File: config.mk
export PLATFORM = sky130hd
export DESIGN_NAME = barrier_sched_ctrl
export DESIGN_NICKNAME = d
export VERILOG_FILES = /design/src/rtl/barrier_sched_ctrl.sv
export SDC_FILE = /design/constraint.sdc
export NUM_CORES = 1
export LEC_CHECK = 0
export CORE_MARGIN = 2
export CORE_UTILIZATION = 55
export CTS_BUF_LIST = sky130_fd_sc_hd__clkbuf_8
export CTS_CLUSTER_DIAMETER = 50
export DETAILED_ROUTE_END_ITERATION = 10
export PLACE_DENSITY = 0.81
export SLEW_MARGIN = 40
export SYNTH_ARGS = -nofsm -noshare
export SYNTH_HDL_FRONTEND = slang
export SYNTH_SLANG_ARGS = --single-unit
File: constraint.sdc
create_clock -name clk -period 4.6 [get_ports clk]
set_clock_uncertainty 0.1 [all_clocks]
set_input_delay 0.46 -clock clk [delete_from_list [all_inputs] [get_ports clk]]
set_output_delay 0.46 -clock clk [all_outputs]
set_load 0.1 [all_outputs]
File: src/rtl/barrier_sched_ctrl.sv
// ---------------------------------------------------------------------------
// barrier_sched_ctrl
//
// Hardware barrier controller for the warp scheduler. Warps arriving at one
// of NUM_BARRIERS barriers are held in stalled_mask until the programmed
// participant count is reached. All members are then released together with
// a single-cycle release pulse. Protocol misuse raises a sticky proto_err. A
// barrier that waits too long in COLLECT raises a sticky timeout_err.
//
// Ports
//   clk              rising-edge clock
//   reset_n          asynchronous active-low reset. Deassertion is assumed
//                    to be synchronised to clk upstream.
//   bar_req_valid    warp arrival request
//   bar_req_ready    arrival accepted when valid & ready. This signal is low
//                    only while the addressed barrier is releasing.
//   bar_req_wid      arriving warp id
//   bar_req_id       target barrier id
//   bar_req_size_m1  participating warps minus one
//   active_warps     currently active warps
//   stalled_mask     warps held at any barrier (registered)
//   release_valid    one-cycle release pulse
//   release_id       barrier being released
//   release_mask     warps released by that barrier
//   bar_busy         barrier b is collecting arrivals
//   proto_err        sticky protocol-violation flag
//   timeout_err      sticky watchdog flag
//   timeout_id       first barrier that timed out (lowest id on a tie)
// ---------------------------------------------------------------------------
module barrier_sched_ctrl #(
  parameter int NUM_WARPS      = 4,
  parameter int NUM_BARRIERS   = 4,
  parameter int TIMEOUT_CYCLES = 1024,
  localparam int NW_WIDTH      = $clog2(NUM_WARPS),
  localparam int NB_WIDTH      = (NUM_BARRIERS > 1) ? $clog2(NUM_BARRIERS) : 1
) (
  input  logic                    clk,
  input  logic                    reset_n,
  input  logic                    bar_req_valid,
  output logic                    bar_req_ready,
  input  logic [NW_WIDTH-1:0]     bar_req_wid,
  input  logic [NB_WIDTH-1:0]     bar_req_id,
  input  logic [NW_WIDTH-1:0]     bar_req_size_m1,
  input  logic [NUM_WARPS-1:0]    active_warps,
  output logic [NUM_WARPS-1:0]    stalled_mask,
  output logic                    release_valid,
  output logic [NB_WIDTH-1:0]     release_id,
  output logic [NUM_WARPS-1:0]    release_mask,
  output logic [NUM_BARRIERS-1:0] bar_busy,
  output logic                    proto_err,
  output logic                    timeout_err,
  output logic [NB_WIDTH-1:0]     timeout_id
);

  localparam int WD_WIDTH = $clog2(TIMEOUT_CYCLES) + 1;
  // The barrier id may address more slots than exist when NUM_BARRIERS is not
  // a full power-of-two span (NUM_BARRIERS = 1). Those slots are never busy.
  localparam int NB_SPAN  = 1 << NB_WIDTH;
  localparam logic [WD_WIDTH-1:0] WD_LIMIT = WD_WIDTH'(TIMEOUT_CYCLES);
  localparam logic [WD_WIDTH-1:0] WD_LAST  = WD_WIDTH'(TIMEOUT_CYCLES - 1);

  typedef enum logic [1:0] {
    ST_IDLE    = 2'd0,
    ST_COLLECT = 2'd1,
    ST_RELEASE = 2'd2
  } bar_state_e;

  logic [NUM_WARPS-1:0] stalled_reg, stalled_next;
  logic                 release_valid_reg, release_valid_next;
  logic [NB_WIDTH-1:0]  release_id_reg, release_id_next;
  logic [NUM_WARPS-1:0] release_mask_reg, release_mask_next;
  logic                 proto_err_reg, proto_err_next;
  logic                 timeout_err_reg, timeout_err_next;
  logic [NB_WIDTH-1:0]  timeout_id_reg, timeout_id_next;

  logic [NUM_BARRIERS-1:0] in_release;
  logic [NUM_BARRIERS-1:0] in_collect;
  logic [NUM_BARRIERS-1:0] hit_vec;
  logic [NUM_BARRIERS-1:0] complete_vec;
  logic [NUM_BARRIERS-1:0] mismatch_vec;
  logic [NUM_BARRIERS-1:0] expire_vec;
  logic [NUM_BARRIERS-1:0][NUM_WARPS-1:0] member_vec;
  logic [NB_SPAN-1:0]      in_release_span;
  logic [NUM_WARPS-1:0]    wid_onehot;
  logic                    req_fire;
  logic                    req_reject;
  logic                    req_counted;

  assign in_release_span = NB_SPAN'(in_release);
  assign bar_req_ready   = ~in_release_span[bar_req_id];
  assign req_fire        = bar_req_valid & bar_req_ready;
  // An arrival from an inactive warp, or from a warp that is already held
  // somewhere, is consumed but changes no barrier state.
  assign req_reject      = ~active_warps[bar_req_wid] | stalled_reg[bar_req_wid];
  assign req_counted     = req_fire & ~req_reject;
  assign wid_onehot      = NUM_WARPS'(1) << bar_req_wid;

  // -------------------------------------------------------------------------
  // Per-barrier collection FSM
  // -------------------------------------------------------------------------
  for (genvar gi = 0; gi < NUM_BARRIERS; gi++) begin : g_bar
    bar_state_e           state_reg, state_next;
    logic [NW_WIDTH-1:0]  ctr_reg, ctr_next;
    logic [NW_WIDTH-1:0]  size_reg, size_next;
    logic [NUM_WARPS-1:0] member_reg, member_next;
    logic [WD_WIDTH-1:0]  wdog_reg, wdog_next;
    logic                 hit;
    logic                 complete;
    logic                 mismatch;
    logic                 expire;

    assign hit = req_counted && (bar_req_id == NB_WIDTH'(gi));

    always_ff @(posedge clk or negedge reset_n) begin
      if (!reset_n) begin
        state_reg  <= ST_IDLE;
        ctr_reg    <= '0;
        size_reg   <= '0;
        member_reg <= '0;
        wdog_reg   <= '0;
      end else begin
        state_reg  <= state_next;
        ctr_reg    <= ctr_next;
        size_reg   <= size_next;
        member_reg <= member_next;
        wdog_reg   <= wdog_next;
      end
    end

    always_comb begin
      state_next  = state_reg;
      ctr_next    = ctr_reg;
      size_next   = size_reg;
      member_next = member_reg;
      wdog_next   = wdog_reg;
      complete    = 1'b0;
      mismatch    = 1'b0;
      expire      = 1'b0;
      case (state_reg)
        ST_IDLE: begin
          if (hit) begin
            if (bar_req_size_m1 == '0) begin
              // A single-participant barrier completes on its first arrival.
              complete   = 1'b1;
              state_next = ST_RELEASE;
            end else begin
              state_next  = ST_COLLECT;
              ctr_next    = NW_WIDTH'(1);
              size_next   = bar_req_size_m1;
              member_next = wid_onehot;
              wdog_next   = '0;
            end
          end
        end
        ST_COLLECT: begin
          if (hit) begin
            // Completion uses the size latched on the first arrival, even
            // when this arrival's size disagrees.
            mismatch  = (bar_req_size_m1 != size_reg);
            wdog_next = '0;
            if (ctr_reg == size_reg) begin
              complete    = 1'b1;
              state_next  = ST_RELEASE;
              ctr_next    = '0;
              size_next   = '0;
              member_next = '0;
            end else begin
              ctr_next    = ctr_reg + NW_WIDTH'(1);
              member_next = member_reg | wid_onehot;
            end
          end else if (wdog_reg != WD_LIMIT) begin
            // The counter saturates at the limit. The expiry therefore fires
            // exactly once, and the barrier keeps waiting.
            wdog_next = wdog_reg + WD_WIDTH'(1);
            expire    = (wdog_reg == WD_LAST);
          end
        end
        ST_RELEASE: begin
          state_next = ST_IDLE;
        end
        default: begin
          state_next = ST_IDLE;
        end
      endcase
    end

    assign in_release[gi]   = (state_reg == ST_RELEASE);
    assign in_collect[gi]   = (state_reg == ST_COLLECT);
    assign hit_vec[gi]      = hit;
    assign complete_vec[gi] = complete;
    assign mismatch_vec[gi] = mismatch;
    assign expire_vec[gi]   = expire;
    assign member_vec[gi]   = member_reg;
  end

  // -------------------------------------------------------------------------
  // Shared stall mask, release pulse and error flags
  // -------------------------------------------------------------------------
  always_comb begin
    release_valid_next = |complete_vec;
    release_id_next    = '0;
    release_mask_next  = '0;
    stalled_next       = stalled_reg;
    // At most one barrier completes per cycle, because only one arrival is
    // accepted per cycle.
    for (int b = 0; b < NUM_BARRIERS; b++) begin
      if (complete_vec[b]) begin
        release_id_next   = NB_WIDTH'(b);
        release_mask_next = member_vec[b] | wid_onehot;
      end
    end
    if (|complete_vec) begin
      stalled_next = stalled_reg & ~release_mask_next;
    end else if (|hit_vec) begin
      stalled_next = stalled_reg | wid_onehot;
    end

    proto_err_next = proto_err_reg
                   | (req_fire & req_reject)
                   | (|mismatch_vec)
                   | (|(stalled_reg & ~active_warps));

    timeout_err_next = timeout_err_reg | (|expire_vec);
    timeout_id_next  = timeout_id_reg;
    if (!timeout_err_reg) begin
      // Scanning downward leaves the lowest expiring id as the result.
      for (int b = NUM_BARRIERS - 1; b >= 0; b--) begin
        if (expire_vec[b]) begin
          timeout_id_next = NB_WIDTH'(b);
        end
      end
    end
  end

  always_ff @(posedge clk or negedge reset_n) begin
    if (!reset_n) begin
      stalled_reg       <= '0;
      release_valid_reg <= 1'b0;
      release_id_reg    <= '0;
      release_mask_reg  <= '0;
      proto_err_reg     <= 1'b0;
      timeout_err_reg   <= 1'b0;
      timeout_id_reg    <= '0;
    end else begin
      stalled_reg       <= stalled_next;
      release_valid_reg <= release_valid_next;
      release_id_reg    <= release_id_next;
      release_mask_reg  <= release_mask_next;
      proto_err_reg     <= proto_err_next;
      timeout_err_reg   <= timeout_err_next;
      timeout_id_reg    <= timeout_id_next;
    end
  end

  assign stalled_mask  = stalled_reg;
  assign release_valid = release_valid_reg;
  assign release_id    = release_id_reg;
  assign release_mask  = release_mask_reg;
  assign bar_busy      = in_collect;
  assign proto_err     = proto_err_reg;
  assign timeout_err   = timeout_err_reg;
  assign timeout_id    = timeout_id_reg;

endmodule

* Yosys cells after proc, flatten, opt, wreduce, memory -nomap -nowiden *
Index checks and enable logic that the tools add are counted.

word-level totals
  input port bits = 13
  register bits = 99

operators by class
  shift-type cells = 1
  magnitude comparators = 2
  add/sub/neg operators = 8
  equality and inequality tests = 47
  bitwise operators = 21
  reduce and logical (&&, ||, !) cells = 38
  mux-type cells = 141

operators by type and width
  cell                   count
  $mux 11                13
  $mux 2                 45
  $pmux 11 s2            4
  $mux 4                 19
  $pmux 2 s2             12
  $add 11x1->11 const B  4
  $eq 11x10->1 const B   4
  $ne 11x11->1 const B   4
  $mux 1                 37
  $pmux 4 s2             4
  $reduce_and 4->1       8
  $or 4x4->4             5
  $reduce_and 5->1       4
  $reduce_or 4->1        5
  $ne 2x1->1 const B     8
  $ne 2x2->1 const B     8
  $eq 2x2->1 const B     6
  $logic_not 2->1        6
  $ne 3x1->1 const B     4
  $reduce_and 3->1       4
  $eq 2x1->1 const B     5
  $reduce_bool 2->1      5
  $add 2x1->2 const B    4
  $and 4x4->4            2
  other kinds (13)       38

* Depth between registers and ports, before layout *
  word-level depth = 16
  depth in mapped cells = 9

* Worst setup path after synthesis *
No wires, ideal clock.

  kind = register to register
  start point = register g_bar[1].state_reg[0]
  end point = register release_mask_reg[2], in the netlist release_mask[2]
  cell stages (with the launch flop) = 10
  clock period less this slack = 2836 ps
  required time = 4380 ps
  path slack = 1764 ps
  arrival = 2617 ps
  library setup time = 120 ps
  path through = dfrtp_1 -> clkbuf_1 -> nand2b_1 -> inv_1 -> o21ai_0 -> o2111ai_1 -> inv_2 -> nor2_2 -> nand2_1 -> and3_1

between the ends
  elaborated cells on any way between the ends = 28
  those cells by class = 2 x eq/ne; 18 x mux; 3 x bitwise; 5 x reduce/logical

RTL lines
  item                      line  text
  start, declared           102   bar_state_e state_reg, state_next;
  start signal, assigned    122   state_reg <= state_next;
  $eq 2x1->1                n/a
  net bar_busy[1]           49    output logic [NUM_BARRIERS-1:0] bar_busy,
  $pmux 1 s2                139   case (state_reg)
  $mux 4 (3 in a row)       207   if (complete_vec[b]) begin
  net release_mask_next[2]  71    logic [NUM_WARPS-1:0] release_mask_reg, release_mask_next;
  end signal, assigned      248   release_mask_reg <= release_mask_next;
  end, declared             71

The timed path passes the listed nets, and every way through them passes these cells. The select of a mux whose other input is x is not followed.
A chain may end at the register's enable or synchronous reset.

* Final worst setup path *
  start point = input bar_req_wid[1]
  end point = register g_bar[3].size_reg[0]

between the ends
  word-level cells in the longest chain between the ends = 9
  elaborated cells on any way between the ends = 12
  those cells by class = 2 x eq/ne; 4 x mux; 4 x bitwise; 2 x reduce/logical

RTL lines
  item                                                       line  text
  start, declared                                            41    input logic [NW_WIDTH-1:0] bar_req_wid,
  $bmux 1 s2                                                 94    assign req_reject = ~active_warps[bar_req_wid] | stalled_reg[bar_req_wid];
  $mux 1 (not written as such)                               94
  $not 1->1                                                  94
  $or 1x1->1 (*)                                             94
  $not 1->1 (*)                                              95    assign req_counted = req_fire & ~req_reject;
  $and 1x1->1 (*)                                            95
  $logic_and 1x1->1 (*)                                      112   assign hit = req_counted && (bar_req_id == NB_WIDTH'(gi));
  $ne 2x2->1 (no line) / $ne 2x1->1 (equally long branches)  n/a
  $reduce_and 5->1 (no line) (*)                             n/a
  end signal, assigned                                       124   size_reg <= size_next;
  end, declared                                              104   logic [NW_WIDTH-1:0] size_reg, size_next;

Mark *: on every way between the ends. The rest lies on a longest branch, timed or not. The select of a mux whose other input is x is not followed.

==> impl_metrics.toml <==
[pwr]
internal_power_w = 0.00174
ir_worst_vdd_uv = 444
power_switching_w = 0.00135
p_leak_nw = 2.70
p_seq_share_pct = 42.8
total_power_w = 0.00309
powerDensity_mw_per_mm2 = 494
swShare_pct = 43.8
power_frac_clock_pct = 19.2
p_comb_share_pct = 37.9

[clock_network]
cts_resized = 0
cts_tree = "built"
clk_latency_ns = 0.39
ctsHoldBuffers = 1
cts_max_level = 3
cts_made_buffers = 9
clockBufferDepth = 2
postCtsSetupRepairBufs = 0
cts-root-buf = "clkbuf_8"
cts.sink_count = 99
clk_pin_slew_worst_paths_ns = 0.09

[setup_path]
worstPathCellList = "clkdlybuf4s50_1 > mux4_2 > nor4b_2 > a21boi_2 > o21ai_1 > a22o_1"
endpoint_kind = "flip-flop"
arrival_ns = 3.19
critPathLaunchType = "primary input"
crit_slowest_cell = "mux4_2"
cp_max_fo = 12
required_ns = 4.78
critical_path.max_stage_delay_ns = 0.76
crit_type = "in2reg"

[finish]
largest_reg_flops = 44
fin_nets = 678
postLayoutCellArea_mm2 = 0.00626
num-fill-cells = 888
drive_above_1_share_pct = 9.97
n_antenna_cell = 0
area_growth_pct = 9.59

[route]
viasPerCell = 6.28
vias = 5015
wl_met3_um = 816
drt-pass1-iter-count = 5
drcViolationCount = 0
highest_layer = "met4"
routedWlPerCell_um = 17.2
wl_um = 13700
dr_wl_met2_um = 6640
wirelength_met1_um = 6020
drtIter0Drc = 379
ant_nets = 0

[floorplan]
fp.dieH_um = 106
die_w_um = 106
coreArea_mm2 = 0.0102
io_pins = 33
start_util_pct = 56.1
die_area_mm2 = 0.0112
rows = 37

[synth]
synth_top_area_share_pct = 43.4
syn_area_mm2 = 0.00571
ys_seq_elements = 99
synth_cell_types = 72
synthAdderAreaFrac_pct = 1.75
synthXorXnorAreaFrac_pct = 4.45
synth_nets = 652
synth-simple-area-share_pct = 23.5
synth_area_leader_cell = "dfrtp_1"
ys.flop_type = "dfrtp_1"
synth_top_family_by_area = "simple AND/OR/NAND/NOR gates"
yosysMostFrequentCell = "dfrtp_1"
synth_compound_area_share_pct = 21.3
muxShareOfSynthArea_pct = 1.71
syn_avg_cell_area_um2 = 9.05
synth_common_cells = "dfrtp_1 (99), o21ai_0 (51), nand2_1 (49), a21oi_1 (46), nor2_1 (42)"
async_flop_share_pct = 100
netlist_instances = 631
synth_edf_count = 0
yosysSeqAreaShare_pct = 43.4
synthTopCellsByArea = "dfrtp_1 (43%), o21ai_0 (4.5%), a21oi_1 (4.0%)"
yosys_warnings = 0

[timing]
min_period_over_period_pct = 65.4
min_period_ns = 3.01
max_freq_ghz = 0.332
drv_slew = 0
tns_ns = 0
worst_pin_slew_ns = 0.762
final_hold_viol_count = 0
finalSetupViolCount = 0
rsz0062_at_grt = "no"
slew_headroom_pct = 49.2

[placed_design]
port_buffers = 32
place_area_mm2 = 0.00604
gp_congestion = 0.912
hpwl_um = 9990

[grt]
grt_antenna_before_repair = 0
grt_pass1_wl_um = 23700
grt.total_usage_pct = 26.4
overflow = 0
grt_max_degree = 70
grt_pass1_vias = 4896

[run]
maxCapViolCount = 0

[min_path]
hold_path_class = "reg2reg"

[outcome]
outcome = "finished, final reports clean"
stage by stage:
| stage | cells | hold slack, ns | utilization, % | setup WS, ns |
|---|---|---|---|---|
| after floorplan | 631 | 0.0644 | - | 1.76 |
| after global placement | 781 | 0.378 | 60.2 | 1.20 |
| after detailed placement | 781 | 0.384 | 59.3 | 1.01 |
| after CTS | 798 | 0.408 | 61.4 | 1.43 |
| after global routing | 798 | 0.427 | 61.5 | 1.45 |
| final | 798 | 0.407 | 61.5 | 1.59 |
logic make-up (layout without fill, tap and decap cells):
family,Yosys count,count (layout)
AO/OA/AOI/OAI,189,189
XOR/XNOR,29,29
adder cells (fa/ha/maj),8,8
buffers and inverters,54,85
flip-flops,99,99
multiplexers,6,6
AND/OR/NAND/NOR,246,246
area by class of cell:
class | count | area [um^2] | share of cell area [%]
clock buffers | 10 | 138 | 2.20
flip-flops and latches | 99 | 2480 | 39.6
clock inverters | 6 | 71.3 | 1.14
repair buffers | 39 | 277 | 4.42
inverters | 30 | 113 | 1.80
multi-input cells | 478 | 3020 | 48.2
well taps | 136 | 170 | 2.72
layer usage:
layer	track usage, %	vias to the layer above
li1	-	2368
met1	34.8	2471
met2	42.5	152
met3	6.81	24
met4	9.21	0
met5	0	-
cell usage in the layout, fill, tap and decap left out, types with 6 or more instances in the layout:
cell type / Yosys / final
o31ai_1: 9 / 9
a22o_1: 6 / 6
ha_1: 8 / 8
nor3_1: 15 / 15
and3_1: 14 / 14
nor4_1: 6 / 6
xor2_1: 23 / 23
or3_1: 6 / 6
nand2_1: 49 / 49
nand4_1: 13 / 13
nand2b_1: 19 / 19
o21ai_0: 51 / 51
buf_2: 7 / 20
dfrtp_1: 99 / 99
nand3_1: 22 / 22
a31oi_1: 20 / 20
nor2_1: 42 / 41
clkbuf_8: 0 / 10
nor2b_1: 14 / 14
and2_1: 11 / 11
inv_1: 29 / 29
xnor2_1: 6 / 6
a21oi_1: 46 / 46
buf_4: 2 / 6
o211ai_1: 7 / 7
or4_1: 7 / 7
clkdlybuf4s50_1: 0 / 11
critical path, delay by kind of cell:
family | cells | cell delay [ns]
AO/OA/AOI/OAI | 3 | 0.90
multiplexers | 1 | 0.76
buffers and inverters | 1 | 0.68
AND/OR/NAND/NOR | 1 | 0.39
power by group through the flow:
stage	logic, W	registers [W]	clock network, W
floorplan	0.000850	0.00135	0
global placement	0.00115	0.00132	0
detailed placement	0.00116	0.00133	0
CTS	0.00117	0.00132	0.000607
global route	0.00131	0.00136	0.000646
finish	0.00117	0.00132	0.000594
path summary, 6_finish.rpt:
| check | depth (start not counted) | slack [ns] | from | end |
|---|---|---|---|---|
| max in group asynchronous | 3 | 3.02 | reset_n | g_bar[0].ctr_reg[1] |
| worst min register to register | 1 | 0.41 | timeout_id[1] | timeout_id[1] |
| worst max-delay path | 6 | 1.59 | bar_req_wid[1] | g_bar[3].size_reg[0] |
| worst min-delay path | 1 | 0.41 | timeout_id[1] | timeout_id[1] |
| worst max register to register | 6 | 1.84 | stalled_mask[0] | g_bar[3].size_reg[0] |
| min in group asynchronous | 2 | 0.53 | reset_n | g_bar[2].wdog_reg[0] |
No activity file was read; power rests on OpenSTA's default activity.
